<file path="src/rtl/snake_pkg.sv">
// Shared snake types: direction codes, default grid geometry, body tracer FSM encoding.
// Pure declarations, no logic or latency of its own.
package snake_pkg;

  localparam int DEF_GRID_W = 32;
  localparam int DEF_GRID_H = 24;
  localparam int DEF_CW     = 6;

  localparam logic [2:0] DIR_NONE  = 3'd0;
  localparam logic [2:0] DIR_UP    = 3'd1;
  localparam logic [2:0] DIR_DOWN  = 3'd2;
  localparam logic [2:0] DIR_LEFT  = 3'd3;
  localparam logic [2:0] DIR_RIGHT = 3'd4;

  typedef enum logic [1:0] {
    ST_IDLE = 2'd0,
    ST_WAIT = 2'd1,
    ST_STEP = 2'd2
  } trace_state_t;

endpackage

</file>
<file path="src/rtl/dir_unstep.sv">
// Reverse-steps a grid cell against a recorded move, with modular wrap at the grid edges.
// Combinational, zero latency; no flow control.
module dir_unstep
  import snake_pkg::*;
#(
  parameter int GRID_W = DEF_GRID_W,
  parameter int GRID_H = DEF_GRID_H,
  parameter int CW     = DEF_CW
) (
  input  logic [CW-1:0] x,
  input  logic [CW-1:0] y,
  input  logic [2:0]    dir,
  output logic [CW-1:0] prev_x,
  output logic [CW-1:0] prev_y
);

  localparam logic [CW-1:0] X_MAX = CW'(GRID_W - 1);
  localparam logic [CW-1:0] Y_MAX = CW'(GRID_H - 1);
  localparam logic [CW-1:0] ONE   = CW'(1);

  // Codes outside UP/DOWN/LEFT/RIGHT leave the cell unchanged.
  always_comb begin
    prev_x = x;
    prev_y = y;
    case (dir)
      DIR_UP:    prev_y = (y == Y_MAX) ? '0 : y + ONE;
      DIR_DOWN:  prev_y = (y == '0) ? Y_MAX : y - ONE;
      DIR_LEFT:  prev_x = (x == X_MAX) ? '0 : x + ONE;
      DIR_RIGHT: prev_x = (x == '0) ? X_MAX : x - ONE;
      default:   ;
    endcase
  end

endmodule

</file>
<file path="src/rtl/body_tracer.sv">
// Walks the move history from the head and emits one body segment every 2 cycles, all outputs registered.
// No backpressure: start is ignored while busy. BODY_TRACER_HIT_EN adds the sticky probe-collision flag.
module body_tracer
  import snake_pkg::*;
#(
  parameter int GRID_W = DEF_GRID_W,
  parameter int GRID_H = DEF_GRID_H,
  parameter int CW     = DEF_CW
) (
  input  logic          clk,
  input  logic          reset,
  input  logic          start,
  input  logic [CW-1:0] head_x,
  input  logic [CW-1:0] head_y,
  input  logic [6:0]    len,
  input  logic [2:0]    dir_in,
  output logic [5:0]    pos,
  output logic          seg_valid,
  output logic [CW-1:0] seg_x,
  output logic [CW-1:0] seg_y,
  output logic [5:0]    seg_idx,
  output logic          busy,
  output logic          done,
  input  logic [CW-1:0] probe_x,
  input  logic [CW-1:0] probe_y,
  output logic          hit
);

  trace_state_t  state, state_nxt;
  logic [CW-1:0] cur_x, cur_y, cur_x_nxt, cur_y_nxt;
  logic [CW-1:0] step_x, step_y;
  logic [5:0]    idx, idx_nxt, last_idx, last_idx_nxt, last_in;
  logic [5:0]    pos_nxt, seg_idx_nxt;
  logic [CW-1:0] seg_x_nxt, seg_y_nxt;
  logic          seg_valid_nxt, busy_nxt, done_nxt;

  dir_unstep #(.GRID_W(GRID_W), .GRID_H(GRID_H), .CW(CW)) u_unstep (
    .x      (cur_x),
    .y      (cur_y),
    .dir    (dir_in),
    .prev_x (step_x),
    .prev_y (step_y)
  );

  // Stored as the index of the final segment: len 0 behaves as 1, anything past 64 as 64.
  always_comb begin
    if (len == 7'd0)       last_in = 6'd0;
    else if (len > 7'd64)  last_in = 6'd63;
    else                   last_in = 6'(len - 7'd1);
  end

  always_comb begin
    state_nxt     = state;
    cur_x_nxt     = cur_x;
    cur_y_nxt     = cur_y;
    idx_nxt       = idx;
    last_idx_nxt  = last_idx;
    pos_nxt       = pos;
    seg_valid_nxt = 1'b0;
    seg_x_nxt     = seg_x;
    seg_y_nxt     = seg_y;
    seg_idx_nxt   = seg_idx;
    busy_nxt      = busy;
    done_nxt      = 1'b0;
    case (state)
      ST_IDLE: begin
        busy_nxt = 1'b0;
        if (start) begin
          cur_x_nxt     = head_x;
          cur_y_nxt     = head_y;
          idx_nxt       = 6'd1;
          last_idx_nxt  = last_in;
          pos_nxt       = 6'd0;
          seg_valid_nxt = 1'b1;
          seg_x_nxt     = head_x;
          seg_y_nxt     = head_y;
          seg_idx_nxt   = 6'd0;
          busy_nxt      = 1'b1;
          if (last_in == 6'd0) done_nxt  = 1'b1;
          else                 state_nxt = ST_WAIT;
        end
      end
      // One idle cycle while the history register answers the pos read.
      ST_WAIT: state_nxt = ST_STEP;
      ST_STEP: begin
        cur_x_nxt     = step_x;
        cur_y_nxt     = step_y;
        seg_valid_nxt = 1'b1;
        seg_x_nxt     = step_x;
        seg_y_nxt     = step_y;
        seg_idx_nxt   = idx;
        pos_nxt       = idx;
        idx_nxt       = 6'(idx + 6'd1);
        if (idx == last_idx) begin
          done_nxt  = 1'b1;
          state_nxt = ST_IDLE;
        end else begin
          state_nxt = ST_WAIT;
        end
      end
      default: state_nxt = ST_IDLE;
    endcase
  end

  always_ff @(posedge clk or negedge reset) begin
    if (!reset) begin
      state     <= ST_IDLE;
      cur_x     <= '0;
      cur_y     <= '0;
      idx       <= '0;
      last_idx  <= '0;
      pos       <= '0;
      seg_valid <= 1'b0;
      seg_x     <= '0;
      seg_y     <= '0;
      seg_idx   <= '0;
      busy      <= 1'b0;
      done      <= 1'b0;
    end else begin
      state     <= state_nxt;
      cur_x     <= cur_x_nxt;
      cur_y     <= cur_y_nxt;
      idx       <= idx_nxt;
      last_idx  <= last_idx_nxt;
      pos       <= pos_nxt;
      seg_valid <= seg_valid_nxt;
      seg_x     <= seg_x_nxt;
      seg_y     <= seg_y_nxt;
      seg_idx   <= seg_idx_nxt;
      busy      <= busy_nxt;
      done      <= done_nxt;
    end
  end

`ifdef BODY_TRACER_HIT_EN
  logic [CW-1:0] probe_x_q, probe_y_q;
  logic          hit_q;

  // Only STEP emits segments past the head, so the head never sets hit.
  always_ff @(posedge clk or negedge reset) begin
    if (!reset) begin
      probe_x_q <= '0;
      probe_y_q <= '0;
      hit_q     <= 1'b0;
    end else if (state == ST_IDLE && start) begin
      probe_x_q <= probe_x;
      probe_y_q <= probe_y;
      hit_q     <= 1'b0;
    end else if (state == ST_STEP && step_x == probe_x_q && step_y == probe_y_q) begin
      hit_q     <= 1'b1;
    end
  end

  assign hit = hit_q;
`else
  logic unused_probe;
  assign unused_probe = ^{probe_x, probe_y};
  assign hit = 1'b0;
`endif

endmodule
</file>
<file path="config.mk">
export PLATFORM = sky130hd
export DESIGN_NAME = body_tracer
export DESIGN_NICKNAME = d
export VERILOG_FILES = /design/src/rtl/snake_pkg.sv /design/src/rtl/dir_unstep.sv /design/src/rtl/body_tracer.sv
export SDC_FILE = /design/constraint.sdc
export NUM_CORES = 1
export LEC_CHECK = 0
export BUFFER_PORTS_ARGS = -buffer_cell sky130_fd_sc_hd__buf_4
export CORE_MARGIN = 5
export CORE_UTILIZATION = 53
export DETAILED_ROUTE_END_ITERATION = 16
export HOLD_SLACK_MARGIN = 0.02
export PLACE_DENSITY = 0.81
export SLEW_MARGIN = 20
export SYNTH_ARGS = -nofsm -noshare
export SYNTH_HDL_FRONTEND = slang
export SYNTH_SLANG_ARGS = --single-unit
</file>
<file path="constraint.sdc">
create_clock -name clk -period 2.2 [get_ports clk]
set_input_delay 0.55 -clock clk [delete_from_list [all_inputs] [get_ports clk]]
set_output_delay 0.55 -clock clk [all_outputs]
set_load 0.02 [all_outputs]
</file>
## Word-level counts from Yosys, hierarchy flattened

Index checks and enable logic that the tools add are counted.

| word-level totals | value |
|---|---|
| register bits after elaboration | 35 |
| input bits | 37 |

| cells by class | value |
|---|---|
| add/subtract/negate cells | 6 |
| $lt $le $gt $ge | 1 |
| equality and inequality tests | 13 |
| multiplexer cells | 26 |
| reductions and logical operators | 11 |

Operators by type and width:

| operator | count |
|---|---|
| $pmux W6 S2 | 6 |
| $mux W6 | 10 |
| $add A6 B1 Y6 const B | 3 |
| $logic_not A6 Y1 | 3 |
| $sub A6 B1 Y6 const B | 3 |
| $eq A6 B5 Y1 const B | 2 |
| $gt A7 B7 Y1 const B | 1 |
| $logic_not A7 Y1 | 1 |
| $eq A3 B2 Y1 const B | 2 |
| $eq A6 B6 Y1 | 1 |
| $ne A3 B1 Y1 const B | 2 |
| $pmux W2 S3 | 1 |
| $reduce_and A2 Y1 | 3 |
| $reduce_and A3 Y1 | 2 |
| $mux W1 | 5 |
| $mux W2 | 2 |
| $ne A2 B2 Y1 const B | 2 |
| $pmux W1 S2 | 2 |
| $eq A3 B1 Y1 const B | 1 |
| $eq A3 B3 Y1 const B | 1 |
| $eq A2 B1 Y1 const B | 1 |
| $eq A2 B2 Y1 const B | 1 |
| $logic_not A2 Y1 | 1 |
| $reduce_bool A2 Y1 | 1 |

## Longest topological paths before layout

| depth | value |
|---|---|
| word-level depth | 7 |
| gate-level depth with buffers | 6 |

## Modules after synthesis

From an unflattened synthesis, not the netlist that was laid out.

| unflattened totals | value |
|---|---|
| cells, all modules | 285 |
| area, all modules | 2,476.1 sq um |

By module, submodules not included:

| module | times used | cells each | area an instance (sq um) |
|---|---|---|---|
| body_tracer | 1 | 186 | 1,861.8 |
| dir_unstep | 1 | 99 | 614.3 |

## Worst setup path after synthesis

Ideal clock, no wire load.

| timing path | value |
|---|---|
| kind | input -> register |
| start | in dir_in[1] |
| end | reg cur_x[3] |
| setup time | 0.126 ns |
| arrival | 1.752 ns |
| data required time | 2.074 ns |
| setup slack | 0.322 ns |
| cell stages on the path | 5 |
| path buffers | 2 |
| cell sequence | or3b_1 > buf_6 > a31o_4 > buf_6 > a221o_1 |

| on the way | value |
|---|---|
| longest elaborated chain between the ends | 3 |
| elaborated cells between the ends (all ways) | 6 |
| classes of those cells | eq/ne: 3; mux: 2; reduce/logical: 1 |

RTL lines:

| element | RTL line | RTL |
|---|---|---|
| start: declaration | body_tracer.sv:16 | `input logic [2:0] dir_in,` |
| $eq A3 B3 Y1 / $eq A3 B2 Y1 (equally long branches) | dir_unstep.sv:25 | `case (dir)` |
| $pmux W6 S2 / $ne A3 B1 Y1 (equally long branches) | - |  |
| $pmux W6 S2 / $reduce_and A3 Y1 (equally long branches) | - |  |
| end signal: assignment | body_tracer.sv:121 | `cur_x <= cur_x_nxt;` |
| end: declaration | body_tracer.sv:30 | `logic [CW-1:0] cur_x, cur_y, cur_x_nxt, cur_y_nxt;` |

Parallel ways exist; a longest one is shown, timed or not.
A chain may end at the register's enable or synchronous reset.

## Worst setup path in the final report

| timing path | value |
|---|---|
| start | reg cur_x[0] |
| end | reg cur_x[3] |

| on the way | value |
|---|---|
| longest elaborated chain between the ends | 4 |
| elaborated cells between the ends (all ways) | 8 |
| classes of those cells | add/sub: 2; eq/ne: 1; mux: 4; reduce/logical: 1 |

RTL lines:

| element | RTL line | RTL |
|---|---|---|
| $sub A6 B1 Y6 (tied with other cells) | dir_unstep.sv:29 | `DIR_RIGHT: prev_x = (x == '0) ? X_MAX : x - ONE;` |
| $mux W6 (on tied branches) | dir_unstep.sv:29, dir_unstep.sv:28 |  |
| $pmux W6 S2 (*) | dir_unstep.sv:25 |  |
| $pmux W6 S2 (*) | body_tracer.sv:65 | `case (state)` |

Mark *: on every way between the ends. The rest lies on a longest branch, timed or not.

==> impl_results.md <==
* Detailed Place HPWL at 4130 µm
* Most frequent cell after synthesis: dfrtp_1
* GP Congestion at around 0.87
* Drt wl/cell at 15.4 µm
* Share of cells above drive strength 1 at 0.247
* CTS root buf: clkbuf_8
* DIE AREA at around 6000 µm²
* Family with the most delay on the worst path: compound AO/OA/AOI/OAI gates
* DRC errors left at 0
* Leak at 1.32 nW
* Synthesized net count at 320
* Synth top area share at 0.353
* CP Data Required Time at 2.37 ns
* IO buf count at 51
* Crit path cell chain: inv_1 -> ha_1 -> nor4b_1 -> o311ai_0 -> mux2i_1 -> a221o_1
* Pin count of the biggest net entering global routing at 36
* CTS Sinks at 35
* Register area share after synthesis at 0.353
* Min Tclk post-route at 1.90 ns
* # H-tree levels at 2
* Critical path's largest stage delay at 0.48 ns
* Boundary Pins at 65
* Crit end category: flip-flop
* Final count of negative-setup-slack endpoints at 0
* Run status: finished clean
* Most common flop cell mapped by yosys: dfrtp_1
* R2R Setup Slk at 0.30 ns
* Worst Skew at roughly 0.0067 ns
* Area contributors post-synth: dfrtp_1 35%, ha_1 4.5%, o21ai_0 4.0%, nor2_1 3.2%, a22o_1 2.8%
* Cell row count at 24
* First-pass GRT wire length at 9160 µm
* Setup TNS at 0 ns
* Remaining Overflow, GRT at 0
* Cells after synthesis at about 270
* EDFF count, synth at 0
* Max_cap viols at 0
* Leading area contributor after synthesis: dfrtp_1
* TritonCTS buffer count at 5
* # diodes at 0
* Post-CTS setup buffer count at 0
* Cts repair resizes at 0
* Final net count at about 360
* Yosys cell types at 67
* Syn Area/Cell at about 9 µm²
* CP Max Fanout at 9
* Crit path DAT at 2.07 ns
* Iteration-0 DRC Markers at 154
* Worst skew pair latency at 0.28 ns
* Seq cells post-synth at 35
* RSZ-0062 raised after global routing: false
* Routed via count at 2,218
* Min-Delay Path Class: primary input to asynchronous set/reset pin
* Synth cell count leaders: 35 x dfrtp_1, 21 x nor2_1, 20 x o21ai_0
* FFs w/ async S/R, synth at 1.00
* Max Slew Vio Count at 0
* Layout area overhead at 19.9%
* Vias per cell at 6.03
* Post-synthesis cell area at 2480 µm²
* Min Hold Slack at 0.204 ns
* Reg2Reg Depth at 6
* Hold buffer count at CTS at 0
* YS warnings at 0
* Chip Height at 78.4 µm
* Final hold vios at 0
* Critical path origin: cur_x[0]
* Launching point of the worst reg2reg path: cur_x[0]
* Slew @ Worst Pin at about 0.68 ns
* Antenna-violating nets left at 0
* Critical path class: flip-flop to flip-flop
* Initial antenna violation count at 0
* Total wire length at 5670 µm
* Reg clk slew, reported paths at 0.08 ns
* VDD IR max at 699 µV
* Crit Reg-Reg Endpoint: cur_x[3]
* CTS tree: yes
* Buf/Inv on CP at 1
* Ratio of final minimum period to clock period at 0.863
* Worst slew margin at 0.545
* Slowest CP cell: dfrtp_1
* Pwr Density at 1330 nW/µm²
* First-pass iteration count of the detailed router at 4
* Max Buffers Root-to-Sink at 2
* Die Wd at 78.4 µm
* Vias in the first global route at ~1,900
* Total core area at 4440 µm²
* Effective utilization at floorplan at 0.558
* Worst Setup Start Kind: flip-flop
* GRT Util Overall at 0.183
* Fmax at 527 MHz
==> worst max path at each step <==
| stage | end | slack [ns] | depth (start not counted) |
|---|---|---|---|
| 6_report | cur_x[3] | 0.30 | 6 |
| 5_1_grt | cur_x[3] | 0.16 | 6 |
| 4_1_cts | cur_x[3] | 0.31 | 6 |
| 3_5_place_dp | cur_x[5] | 0.04 | 5 |
| 3_3_place_gp | cur_x[5] | 0.08 | 5 |
| 2_1_floorplan | cur_x[3] | 0.32 | 5 |
==> flip-flops by register name (all words and copies together) (netlist names) <==
signal     cells
busy           1
cur_x          6
cur_y          6
done           1
idx            6
last_idx       6
seg_idx        6
seg_valid      1
state          2
==> per-layer routing <==
layer / share of wire / vias up / global-route usage / wire length, µm
li1: - / 1100 / - / -
met1: 0.47 / 1036 / 0.256 / 2650
met2: 0.47 / 80 / 0.291 / 2670
met3: 0.059 / 2 / 0.0332 / 333
met4: 0.0048 / 0 / 0.0507 / 27
met5: 0 / - / 0 / 0
==> cell families (layout without fill, tap and decap cells) <==
kind of cell,count (synthesis),in the layout,synth area share
AO/OA/AOI/OAI,79,79,0.234
other,1,1,0.00151
multiplexers,6,6,0.0273
adder cells (fa/ha/maj),11,11,0.0535
buffers and inverters,34,76,0.0702
flip-flops,35,35,0.353
XOR/XNOR,12,12,0.0424
AND/OR/NAND/NOR,96,96,0.218
==> power by group <==
group | internal, mW | switching, mW | total (mW)
sequential | 0.896 | 0.398 | 1.29
combinational | 0.919 | 1.05 | 1.97
clock | 0.453 | 0.240 | 0.694
==> cell usage in the layout (no fill, tap or decap), types with 3 or more instances in the layout <==
cell type / count
a21oi_1: 8
a22o_1: 8
a31oi_1: 5
and3_1: 3
buf_4: 57
clkbuf_8: 5
dfrtp_1: 35
ha_1: 9
inv_1: 11
mux2i_1: 3
nand2_1: 14
nand2b_1: 6
nand3_1: 7
nand4_1: 5
nor2_1: 21
nor2b_1: 5
nor3_1: 8
nor3b_1: 4
nor4_1: 4
o211ai_1: 3
o21ai_0: 20
o221ai_1: 3
o311ai_0: 4
or3_1: 3
xnor2_1: 6
xor2_1: 6
==> through the flow <==
step / worst slack (ns) / util / area [µm²] / std cells / power [mW]
floorplan: 0.322 / - / 2480 / 274 / 2.66
global route: 0.164 / 0.669 / 2970 / 368 / 4.24
global placement: 0.0820 / 0.639 / 2840 / 360 / 3.22
CTS: 0.313 / 0.669 / 2970 / 368 / 3.97
finish: 0.302 / 0.669 / 2970 / 368 / 3.96
detailed placement: 0.0421 / 0.639 / 2840 / 360 / 3.27
==> final cells by class <==
| cell class | instances | area (µm²) |
|---|---|---|
| repair buffers | 57 | 428 |
| clock inverters | 2 | 60.1 |
| multi-input cells | 205 | 1430 |
| fillers | 371 | 1470 |
| clock buffers | 6 | 72.6 |
| well taps | 52 | 65.1 |
| inverters | 11 | 41.3 |
| flip-flops and latches | 35 | 876 |
Power figures use the tool's default switching activity.
